$ cat src/rtl/if_stage.sv
// ---------------------------------------------------------------------------
// if_stage -- instruction fetch stage with an IF/ID pipeline register.
//
// The stage keeps the fetch PC. It picks the next PC from the redirect
// sources or from sequential fetch, and latches each fetched word into IF/ID.
// A two-state FSM (RUN / HALTED) stops sequential fetch once HALT_WORD has
// been latched. Any accepted redirect returns the FSM to RUN.
//
// Ports:
//   i_clk, i_reset          clock; synchronous active-high reset
//   i_step                  advance enable; 0 freezes all state
//   i_stall                 hold PC and IF/ID (load-use hazard)
//   i_branch_taken/_target  redirect from EX (highest priority)
//   i_jr/_target            redirect from ID, register target
//   i_jump/_target          redirect from ID, immediate target (lowest)
//   i_instruction           instruction memory read data for o_pc
//   o_pc                    current fetch address
//   o_pc4, o_pc8            IF/ID: fetch address +4 / +8 (link value)
//   o_instruction, o_valid  IF/ID: latched word (all zero = NOP when invalid)
//   o_flush                 redirect accepted this cycle (flushes ID/EX)
//   o_halted                FSM state: 1 = HALTED
//   o_fetch_count           count of words latched valid into IF/ID
// ---------------------------------------------------------------------------
module if_stage #(
  parameter int                NBITS     = 32,
  parameter logic [NBITS-1:0]  HALT_WORD = 32'hFFFF_FFFF
) (
  input  logic             i_clk,
  input  logic             i_reset,
  input  logic             i_step,
  input  logic             i_stall,
  input  logic             i_branch_taken,
  input  logic [NBITS-1:0] i_branch_target,
  input  logic             i_jump,
  input  logic [NBITS-1:0] i_jump_target,
  input  logic             i_jr,
  input  logic [NBITS-1:0] i_jr_target,
  input  logic [NBITS-1:0] i_instruction,
  output logic [NBITS-1:0] o_pc,
  output logic [NBITS-1:0] o_pc4,
  output logic [NBITS-1:0] o_pc8,
  output logic [NBITS-1:0] o_instruction,
  output logic             o_valid,
  output logic             o_flush,
  output logic             o_halted,
  output logic [NBITS-1:0] o_fetch_count
);

  typedef enum logic {RUN = 1'b0, HALTED = 1'b1} state_t;

  state_t           state_q, state_d;
  logic [NBITS-1:0] pc_q, pc_d;
  logic [NBITS-1:0] pc4_q, pc4_d;
  logic [NBITS-1:0] pc8_q, pc8_d;
  logic [NBITS-1:0] instr_q, instr_d;
  logic [NBITS-1:0] count_q, count_d;
  logic             valid_q, valid_d;

  logic             redirect;
  logic [NBITS-1:0] target;
  logic [NBITS-1:0] pc_plus4;
  logic [NBITS-1:0] pc_plus8;

  // Wrap modulo 2^NBITS.
  assign pc_plus4 = pc_q + NBITS'(4);
  assign pc_plus8 = pc_q + NBITS'(8);

  // Redirect select. The EX branch outranks a stall because the stalled
  // instruction is on the wrong path anyway. The ID-stage JR and jump are only
  // valid once their instruction leaves ID, so a stall suppresses them.
  always_comb begin
    redirect = 1'b0;
    target   = pc_q;
    if (i_branch_taken) begin
      redirect = 1'b1;
      target   = i_branch_target;
    end else if (!i_stall && i_jr) begin
      redirect = 1'b1;
      target   = i_jr_target;
    end else if (!i_stall && i_jump) begin
      redirect = 1'b1;
      target   = i_jump_target;
    end
  end

  assign o_flush = i_step & redirect & ~i_reset;

  // Next-state and IF/ID update.
  always_comb begin
    state_d = state_q;
    pc_d    = pc_q;
    pc4_d   = pc4_q;
    pc8_d   = pc8_q;
    instr_d = instr_q;
    valid_d = valid_q;
    count_d = count_q;
    if (i_step) begin
      if (redirect) begin
        // A redirect also cancels a HALT fetched down a wrong path.
        pc_d    = target;
        pc4_d   = '0;
        pc8_d   = '0;
        instr_d = '0;
        valid_d = 1'b0;
        state_d = RUN;
      end else if (i_stall) begin
        // Hold everything.
      end else if (state_q == RUN) begin
        pc4_d   = pc_plus4;
        pc8_d   = pc_plus8;
        instr_d = i_instruction;
        valid_d = 1'b1;
        count_d = count_q + NBITS'(1);
        if (i_instruction == HALT_WORD) begin
          // The HALT passes down the pipe. The PC stays on it, so a redirect
          // can still resume fetch.
          state_d = HALTED;
        end else begin
          pc_d = pc_plus4;
        end
      end else begin
        // HALTED: feed bubbles.
        pc4_d   = '0;
        pc8_d   = '0;
        instr_d = '0;
        valid_d = 1'b0;
      end
    end
  end

  always_ff @(posedge i_clk) begin
    if (i_reset) begin
      state_q <= RUN;
      pc_q    <= '0;
      pc4_q   <= '0;
      pc8_q   <= '0;
      instr_q <= '0;
      valid_q <= 1'b0;
      count_q <= '0;
    end else begin
      state_q <= state_d;
      pc_q    <= pc_d;
      pc4_q   <= pc4_d;
      pc8_q   <= pc8_d;
      instr_q <= instr_d;
      valid_q <= valid_d;
      count_q <= count_d;
    end
  end

  assign o_pc          = pc_q;
  assign o_pc4         = pc4_q;
  assign o_pc8         = pc8_q;
  assign o_instruction = instr_q;
  assign o_valid       = valid_q;
  assign o_halted      = (state_q == HALTED);
  assign o_fetch_count = count_q;

endmodule

$ cat config.mk
export PLATFORM = sky130hd
export DESIGN_NAME = if_stage
export DESIGN_NICKNAME = d
export VERILOG_FILES = /design/src/rtl/if_stage.sv
export SDC_FILE = /design/constraint.sdc
export NUM_CORES = 1
export LEC_CHECK = 0
export BUFFER_PORTS_ARGS = -buffer_cell sky130_fd_sc_hd__buf_2
export CAP_MARGIN = 20
export CELL_PAD_IN_SITES_DETAIL_PLACEMENT = 1
export CELL_PAD_IN_SITES_GLOBAL_PLACEMENT = 2
export CORE_MARGIN = 2
export CORE_UTILIZATION = 25
export CTS_CLUSTER_DIAMETER = 50
export DETAILED_ROUTE_END_ITERATION = 10
export GPL_TIMING_DRIVEN = 0
export PLACE_DENSITY_LB_ADDON = 0.08
export SLEW_MARGIN = 20
export SYNTH_ARGS = -nofsm -noshare
export SYNTH_HDL_FRONTEND = slang
export SYNTH_SLANG_ARGS = --single-unit
$ cat constraint.sdc
create_clock -name i_clk -period 2.6 [get_ports i_clk]
set_input_delay 0.39 -clock i_clk [delete_from_list [all_inputs] [get_ports i_clk]]
set_output_delay 0.39 -clock i_clk [all_outputs]
set_load 0.02 [all_outputs]
==> reports/qor.yml, run 1 <==
hp-class: "in2reg"
synthTopCellsByArea: "dfxtp_1 39%, a22oi_1 6.0%, nor2_1 5.4%"
core.rowCount: 66
pwr-share-clk_pct: 41.3
path_max_fanout: 8
first_global_vias: 9098
cp.arrival_ns: 2.90
cp_slowest_cell: "nor3_2"
synthArstFlopShare_pct: 0
grt.total_usage_pct: 22.5
initial_core_util_pct: 25.2
power.internal_w: 0.00405
layout.nets: 1457
netlist_top_cells_count: "160 x dfxtp_1, 116 x nor2_1, 79 x clkbuf_1"
fin_crit_sh_pct: 97.6
drtIter0Drc: 397
worstSkewPairLatency_ns: 0.44
crit_path_start: "o_halted$_SDFFE_PP0P_"
relSlewSlack_pct: 46.9
power_switching_share_pct: 30.8
synth_top_area_cell: "dfxtp_1"
antenna_found_initial: 0
ios: 298
ys_ff_latch: 160
syn-num-nets: 1134
critical_path.top_delay_family: "simple AND/OR/NAND/NOR gates"
finalPower_w: 0.00586
grt_overflow: 0
hp-start: "i_instruction[12]"
power_density_nw_per_um2: 534
fin_crit_ns: 2.54
drc: 0
fin_skew_ns: 0.0187
setup.worst_path.class: "reg2reg"
n_antenna_cell: 0
synth_edf_count: 0
dp.final_hpwl_microns: 29400
wire_per_inst_microns: 21.5
cts_buffers: 17
critPathLaunchType: "register"
switchingPower_w: 0.00180
post_drt_via_cell_ratio: 4.98
die_h_microns: 184
critPathBufInv: 1
yosys_warnings: 0
synth_top_flop_cell: "dfxtp_1"
ir_drop_v: 0.000456
required_ns: 2.96
postCtsHoldBufs: 0
grt_pass1_wl_microns: 57200
die_x_microns: 184
final_antenna_net_count: 0
clk_pin_slew_ns: 0.07
power_frac_comb_pct: 14.7
ys_seq_area_share_pct: 39.4
drt_wl_total_microns: 38100
cts_sinks: 160
fmax_ghz: 0.394
yosysUniqueCellTypes: 53
cts.root.buffer_cell: "clkbuf_16"
num_vias: 8842
die_area_sq_um: 34000
run_status: "completed"
yosysTopAreaCellShare_pct: 39.4
rsz0062_at_grt: "no"
drive_gt1_share_pct: 29.4
first_pass_iters: 5
fin_setup_tns_ns: 0
cp_cell_sequence: "or4b_4, buf_4, nor3_2, a21boi_4, a32oi_1, o22ai_1"
leakage_nw: 4.56
cp-end-kind: "register"
rr_startpoint: "o_halted$_SDFFE_PP0P_"
synthCells: 996
cts_tree: "yes"
area_growth_pct: 34.9
worst_pin_slew_ns: 0.796
fin_util_pct: 34.0
maxCapViolCount: 0
yosysMostFrequentCell: "dfxtp_1"
cts_max_level: 4
clock_path_buffers: 2
portBuffers: 296
syn_area_sq_um: 8130
hold_violations: 0
coreArea_sq_um: 32300
grt_start_max_net_pins: 17
setup_viol: 0
gp_congestion: 0.827
avgSynthCellArea_sq_um: 8.16
max_stage_delay_ns: 0.57
maxSlewViolCount: 0
pwr-share-seq_pct: 44.0
==> cells by family after synthesis <==
logic type / synth area share [%]
AND/OR/NAND/NOR: 21.9
AO/OA/AOI/OAI: 21.4
flip-flops: 39.4
buffers and inverters: 5.69
XOR/XNOR: 7.22
multiplexers: 3.94
adder cells (fa/ha/maj): 0.462
==> worst min-delay path, stage by stage <==
cell and delay [ns]:
buf_2 0.09, a22oi_1 0.06, nor2_1 0.07
==> layout make-up <==
class | count | area (sq um)
Buffer | 86 | 370
Clock buffer | 20 | 447
Clock inverter | 12 | 88.8
Fill cell | 3962 | 21300
Inverter | 21 | 82.6
Multi-Input combinational cell | 719 | 4600
Sequential cell | 160 | 3210
Tap cell | 442 | 553
Timing Repair Buffer | 314 | 1620
==> power groups by stage <==
| stage | clock, W | sequential (W) | combinational (W) |
|---|---|---|---|
| floorplan | 0 | 0.00266 | 0.000409 |
| global placement | 0 | 0.00261 | 0.000865 |
| detailed placement | 0 | 0.00261 | 0.000867 |
| CTS | 0.00249 | 0.00257 | 0.000864 |
| global route | 0.00258 | 0.00258 | 0.000940 |
| finish | 0.00242 | 0.00257 | 0.000862 |
==> routing by layer <==
metal	up-vias	routed length, microns	track usage (%)
li1	4274	-	-
met1	4302	18100	31.1
met2	234	17800	36.3
met3	32	1590	3.44
met4	0	608	5.98
met5	-	0	0
==> flip-flops by register name, indices dropped and copies added (netlist names) <==
register and count:
o_pc8 30, o_instruction 32, o_halted 1, o_pc4 32, o_valid 1, o_fetch_count 32
o_pc 32
==> cell usage in the layout, fill, tap and decap left out, types with 14 or more instances in the layout <==
cell	synthesis	final
a21oi_1	46	46
a22o_1	27	27
a22oi_1	65	65
buf_2	1	297
buf_4	2	20
clkbuf_1	79	61
clkbuf_16	0	17
dfxtp_1	160	155
inv_1	21	20
mux2i_1	32	32
nand2_1	78	77
nand3_1	25	24
nand4_1	35	35
nor2_1	116	116
nor3_1	33	30
nor4_1	25	19
o21ai_0	42	42
o32ai_1	14	14
xnor2_1	46	46
xor2_1	21	21
==> timing repair <==
| action | 4_1_cts | 5_1_grt |
|---|---|---|
| endpoints found under the setup margin | 88 | 35 |
| resized for setup | 34 | 17 |
| pin swaps | 7 | 5 |
| buffers inserted | 9 | 9 |
==> metrics by stage <==
stage | setup WS (ns) | std cells | hold WS [ns] | cell area, sq um
floorplan | 0.0122 | 996 | 0.530 | 8140
global placement | -0.829 | 1734 | 0.440 | 10200
detailed placement | -0.909 | 1734 | 0.444 | 10200
CTS | -0.00671 | 1769 | 0.192 | 10900
global route | 0.00708 | 1774 | 0.210 | 11000
finish | 0.0616 | 1774 | 0.209 | 11000
==> path summary, 6_finish.rpt <==
kind	endpoint	slack (ns)	depth (start not counted)
worst min-delay path	o_instruction[12]$_SDFFE_PP0P_	0.21	3
worst max-delay path	o_pc[5]$_SDFFE_PP0P_	0.06	6
worst min register to register	o_pc4[24]$_SDFFE_PP0P_	0.45	2
worst max register to register	o_pc[5]$_SDFFE_PP0P_	0.06	6
No activity file was read; power rests on OpenSTA's default activity.
==> run 2: changes to the inputs <==
--- a/config.mk
+++ b/config.mk
@@ -5,12 +5,13 @@
 export SDC_FILE = /design/constraint.sdc
 export NUM_CORES = 1
 export LEC_CHECK = 0
+export ABC_AREA = 1
 export BUFFER_PORTS_ARGS = -buffer_cell sky130_fd_sc_hd__buf_2
 export CAP_MARGIN = 20
 export CELL_PAD_IN_SITES_DETAIL_PLACEMENT = 1
 export CELL_PAD_IN_SITES_GLOBAL_PLACEMENT = 2
 export CORE_MARGIN = 2
-export CORE_UTILIZATION = 25
+export CORE_UTILIZATION = 23
 export CTS_CLUSTER_DIAMETER = 50
 export DETAILED_ROUTE_END_ITERATION = 10
 export GPL_TIMING_DRIVEN = 0
==> run 2 against run 1 <==
Effect of this change:
- total power increased by 4.6%
- synthesized cell count rose by 38%
- first-iteration DRC count up 12%
- via count is 14% higher
- critical path depth grew 5
- wire length is 13% higher
- fmax grew 12%
- non-clock buffer count fell by 40
- sequential cell count did not move
- synthesized area is 5.9% higher
- clock skew is 0.0067 ns lower
- critical path type unchanged
==> reports/qor.yml, run 2 <==
ios: 298
synthCells: 1377
fin_ws_ns: 0.337
fin_crit_sh_pct: 87.0
leakage_nw: 4.89
layout.nets: 1830
dp.final_hpwl_microns: 34900
yosys_warnings: 0
rsz0062_at_grt: "no"
top_layer: "met4"
yosysMostFrequentCell: "nand2_1"
fin_skew_ns: 0.0119
cp.arrival_ns: 2.65
clock_path_buffers: 2
met2WireLength_microns: 19000
antenna_found_initial: 0
required_ns: 2.99
fin_util_pct: 30.6
routed-wl-met3_microns: 2250
die_area_sq_um: 39000
cts_buffers: 17
setup_viol: 0
area_growth_pct: 30.5
syn-num-nets: 1515
fmax_ghz: 0.442
rr_startpoint: "o_pc[3]$_SDFFE_PP0P_"
drive_gt1_share_pct: 22.3
cp-end-kind: "register"
run_status: "completed"
drc: 0
synth_edf_count: 0
ys_seq_area_share_pct: 37.2
path_max_fanout: 6
drt_wl_total_microns: 43200
place_ws_ns: -0.231
worst_pin_slew_ns: 0.869
hp-class: "in2reg"
syn_area_sq_um: 8610
hp-start: "i_instruction[7]"
maxSlewViolCount: 0
final_antenna_net_count: 0
critPathLaunchType: "register"
finalInstanceArea_sq_um: 11200
worstSkewPairLatency_ns: 0.45
die_x_microns: 198
yosysUniqueCellTypes: 35
grt_start_max_net_pins: 17
fin_setup_tns_ns: 0
layout.cells.most_common: "nand2_1"
synthTopCellsByArea: "dfxtp_1 37%, nand2_1 23%, a21oi_1 8.1%"
core.rowCount: 70
cts_tree: "yes"
first_pass_iters: 5
grt_pass1_wl_microns: 64400
place_area_sq_um: 10700
first_global_vias: 10300
gp_congestion: 0.806
synth_top_area_cell: "dfxtp_1"
relSlewSlack_pct: 42.1
wl_met1_microns: 21100
crit_path_start: "o_pc[3]$_SDFFE_PP0P_"
grt_overflow: 0
coreArea_sq_um: 36800
die_h_microns: 198
synthArstFlopShare_pct: 0
avgSynthCellArea_sq_um: 6.26
n_antenna_cell: 0
post_drt_via_cell_ratio: 4.62
power_density_nw_per_um2: 545
maxCapViolCount: 0
cts.root.buffer_cell: "clkbuf_16"
synth_top_flop_cell: "dfxtp_1"
fill_cells: 4829
ff_latch_area_sq_um: 3200
yosysTopAreaCellShare_pct: 37.2
initial_core_util_pct: 23.4
hold_violations: 0
grt.total_usage_pct: 22.3
portBuffers: 296
clk_pin_slew_ns: 0.07
multi_input_area_sq_um: 4820
finalPower_w: 0.00612
cts_max_level: 4
wire_per_inst_microns: 19.9
ir_drop_v: 0.000368
cts_sinks: 160
num_vias: 10000
setup.worst_path.class: "reg2reg"
ys_ff_latch: 160
final_cell_mix: "530 x nand2_1, 308 x buf_2, 163 x nor2_1"
drtIter0Drc: 446
fin_crit_ns: 2.26
netlist_top_cells_count: "530 x nand2_1, 163 x nor2_1, 160 x dfxtp_1"
## run 2: changes by cell type after synthesis, sizes merged, moves of 27 or more
cell,change
nor3,-29
a21oi,+94
nand3,+72
nand2,+456
a22oi,-59
mux2i,-32
a22o,-27
clkbuf,-49
xnor2,-41
nor2,+58
inv,+50
## run 2: where the power goes
part           leakage, nW  internal, W  switching (W)
combinational         3.32     0.000313       0.000670
clock                0.268      0.00130        0.00118
sequential            1.30      0.00253       0.000127
total                 4.89      0.00415        0.00198
## run 2: cells by family after synthesis
logic type               share of synthesized area (%)
AND/OR/NAND/NOR                                   39.3
AO/OA/AOI/OAI                                     14.0
flip-flops                                        37.2
buffers and inverters                             6.88
XOR/XNOR                                          2.24
adder cells (fa/ha/maj)                          0.436
## run 2: final cells by class
type / instances / area share (%)
inverter: 71 / 2.37
buffer: 64 / 2.93
clock inverter: 11 / 0.857
timing repair buffer: 296 / 13.2
tap: 468 / 5.21
clock buffer: 21 / 4.10
sequential: 160 / 28.5
multi-input combinational: 1082 / 42.9
## run 2: path summary, 6_finish.rpt
kind                                                       to  slack, ns  cells after the start
worst max-delay path                    o_pc[20]$_SDFFE_PP0P_       0.34                     11
worst max register to register          o_pc[20]$_SDFFE_PP0P_       0.34                     11
worst min register to register         o_pc8[24]$_SDFFE_PP0P_       0.46                      2
worst min-delay path            o_instruction[7]$_SDFFE_PP0P_       0.19                      3
## run 2: timing repair
action | 4_1_cts | 5_1_grt
hold buffers | 0 | 0
endpoints found under the setup margin | 1 | 1
gates cloned | 0 | 0
buffers inserted | 0 | 0
gates resized for setup | 2 | 1
hold endpoints to repair | 0 | 0
## run 2: through the flow
stage | instances | hold slack (ns)
after floorplan | 1377 | 0.533
after global placement | 2141 | 0.450
after detailed placement | 2141 | 0.456
after CTS | 2173 | 0.169
after global routing | 2173 | 0.176
final | 2173 | 0.194
## run 2: critical path: stages, from the launching register on
cell	delay, ns
dfxtp_1	0.49
ha_1	0.29
nand3_1	0.19
nor2_1	0.32
nand2_1	0.22
inv_1	0.16
nand3_1	0.09
nand2_1	0.19
nand2_1	0.08
nand2_1	0.06
nand2_1	0.05
nand2_1	0.06
## run 2: metal layers
metal | up-vias | GRT usage, %
met5 | - | 0
met4 | 0 | 6.43
met3 | 40 | 4.87
met2 | 218 | 34.7
met1 | 4721 | 30.7
li1 | 5064 | -
==> run 3: changes to the inputs <==
--- a/config.mk
+++ b/config.mk
@@ -16,6 +16,7 @@
 export DETAILED_ROUTE_END_ITERATION = 10
 export GPL_TIMING_DRIVEN = 0
 export PLACE_DENSITY_LB_ADDON = 0.08
+export REMOVE_ABC_BUFFERS = 1
 export SLEW_MARGIN = 20
 export SYNTH_ARGS = -nofsm -noshare
 export SYNTH_HDL_FRONTEND = slang
==> run 3 against run 2 <==
Effect of this change:
- sequential power about the same
- core utilization up 0.31 points
- critical path depth down 5
- die area stayed put
- highest routed layer unchanged
- sequential cell count did not move
- final cell count is 2.0% lower
- largest power group unchanged
==> reports/qor.yml, run 3 (same netlist as run 2, synthesis figures left out) <==
antenna_found_initial: 1
dp.final_hpwl_microns: 27900
required_ns: 2.21
critPathLaunchType: "input port"
worstSkewPairLatency_ns: 0.45
area_growth_pct: 31.8
cp-end-kind: "output port"
die_x_microns: 198
grt.total_usage_pct: 19.6
grt_overflow: 0
die_area_sq_um: 39000
final_cell_mix: "530 x nand2_1, 296 x buf_2, 163 x nor2_1"
final_antenna_net_count: 0
run_status: "completed"
wire_per_inst_microns: 17.8
core.rowCount: 70
power.internal_w: 0.00440
fin_cells: 2130
leakage_nw: 4.91
first_global_vias: 10100
cts.root.buffer_cell: "clkbuf_16"
layout.nets: 1787
drc: 0
cts_max_level: 4
power_density_nw_per_um2: 551
num_vias: 9833
portBuffers: 297
fin_crit_sh_pct: 90.4
fin_setup_tns_ns: 0
hold_violations: 0
layout.cells.most_common: "nand2_1"
cts_sinks: 160
multi_input_area_sq_um: 4860
drtIter0Drc: 298
worst_pin_slew_ns: 0.787
setup_viol: 0
cp.arrival_ns: 1.96
relSlewSlack_pct: 47.4
fin_ws_ns: 0.248
cts_tree: "yes"
switchingPower_w: 0.00186
drt_wl_total_microns: 37800
hold_ws_ns: 0.192
ios: 298
cts_buffers: 17
place_ws_ns: -1.52
initial_core_util_pct: 23.4
first_pass_iters: 5
postCtsHoldBufs: 0
maxCapViolCount: 0
placed_cells: 2089
power_switching_share_pct: 29.7
ff_latch_area_sq_um: 3200
grt_start_max_net_pins: 70
hp-class: "in2reg"
maxSlewViolCount: 0
rsz0062_at_grt: "no"
pwr-share-clk_pct: 42.3
fin_skew_ns: 0.0110
fin_crit_ns: 2.35
path_max_fanout: 50
fill_cells: 4759
clk_pin_slew_ns: 0.07
drive_gt1_share_pct: 22.3
pwr-share-seq_pct: 42.3
power_frac_comb_pct: 15.3
finalPower_w: 0.00626
grt_pass1_wl_microns: 58500
setup.worst_path.class: "in2out"
clock_path_buffers: 2
fmax_ghz: 0.425
post_drt_via_cell_ratio: 4.62
die_h_microns: 198
ir_drop_v: 0.000436
coreArea_sq_um: 36800
gp_congestion: 0.766
## run 3: worst max-delay path, cell delays in order
cell	delay [ns]
buf_2	0.27
inv_6	0.39
nand3_4	0.35
nand2_2	0.29
nor2_1	0.07
buf_2	0.18
## run 3: stage by stage
step	cell area (sq um)	util, %
global placement	10400	28.2
CTS	11300	30.7
detailed placement	10700	29.0
floorplan	8290	-
finish	11400	30.9
global route	11400	30.9
## run 3: path summary, 6_finish.rpt
path	startpoint	to	cells past startpoint	slack, ns
max	i_branch_taken	o_flush	6	0.25
min reg2reg	o_instruction[13]$_SDFFE_PP0P_	o_instruction[13]$_SDFFE_PP0P_	2	0.46
max reg2reg	o_pc[4]$_SDFFE_PP0P_	o_pc[31]$_SDFFE_PP0P_	10	0.44
min	i_instruction[30]	o_instruction[30]$_SDFFE_PP0P_	3	0.19
## run 3: final cells by class
| cell class | count | share of cell area (%) |
|---|---|---|
| antenna | 1 | 0.0220 |
| clock buffer | 21 | 3.97 |
| clock inverter | 10 | 1.21 |
| inverter | 71 | 2.39 |
| multi-input combinational | 1083 | 42.8 |
| sequential | 160 | 28.2 |
| tap | 468 | 5.16 |
| timing repair buffer | 316 | 16.2 |
## run 3: routing by layer
layer  up-vias  track usage, %  wire, microns
met4         0            4.85            420
met1      4653            26.6          18600
met5         -               0              0
li1       4979               -              -
met2       182            32.3          17500
met3        19            2.99           1340
## run 3: what timing repair did
action,4_1_cts,5_1_grt
setup buffers,3,5
pin swaps,1,3
resized for setup,6,1
endpoints found under the setup margin,158,23
cloned,0,1
hold endpoints to repair,0,0
## run 3: power groups by stage
stage	clock network [W]	logic, W	registers (W)
detailed placement	0	0.000956	0.00271
floorplan	0	0.000379	0.00277
global route	0.00284	0.00108	0.00267
CTS	0.00276	0.000970	0.00265
global placement	0	0.000895	0.00270
finish	0.00265	0.000960	0.00265
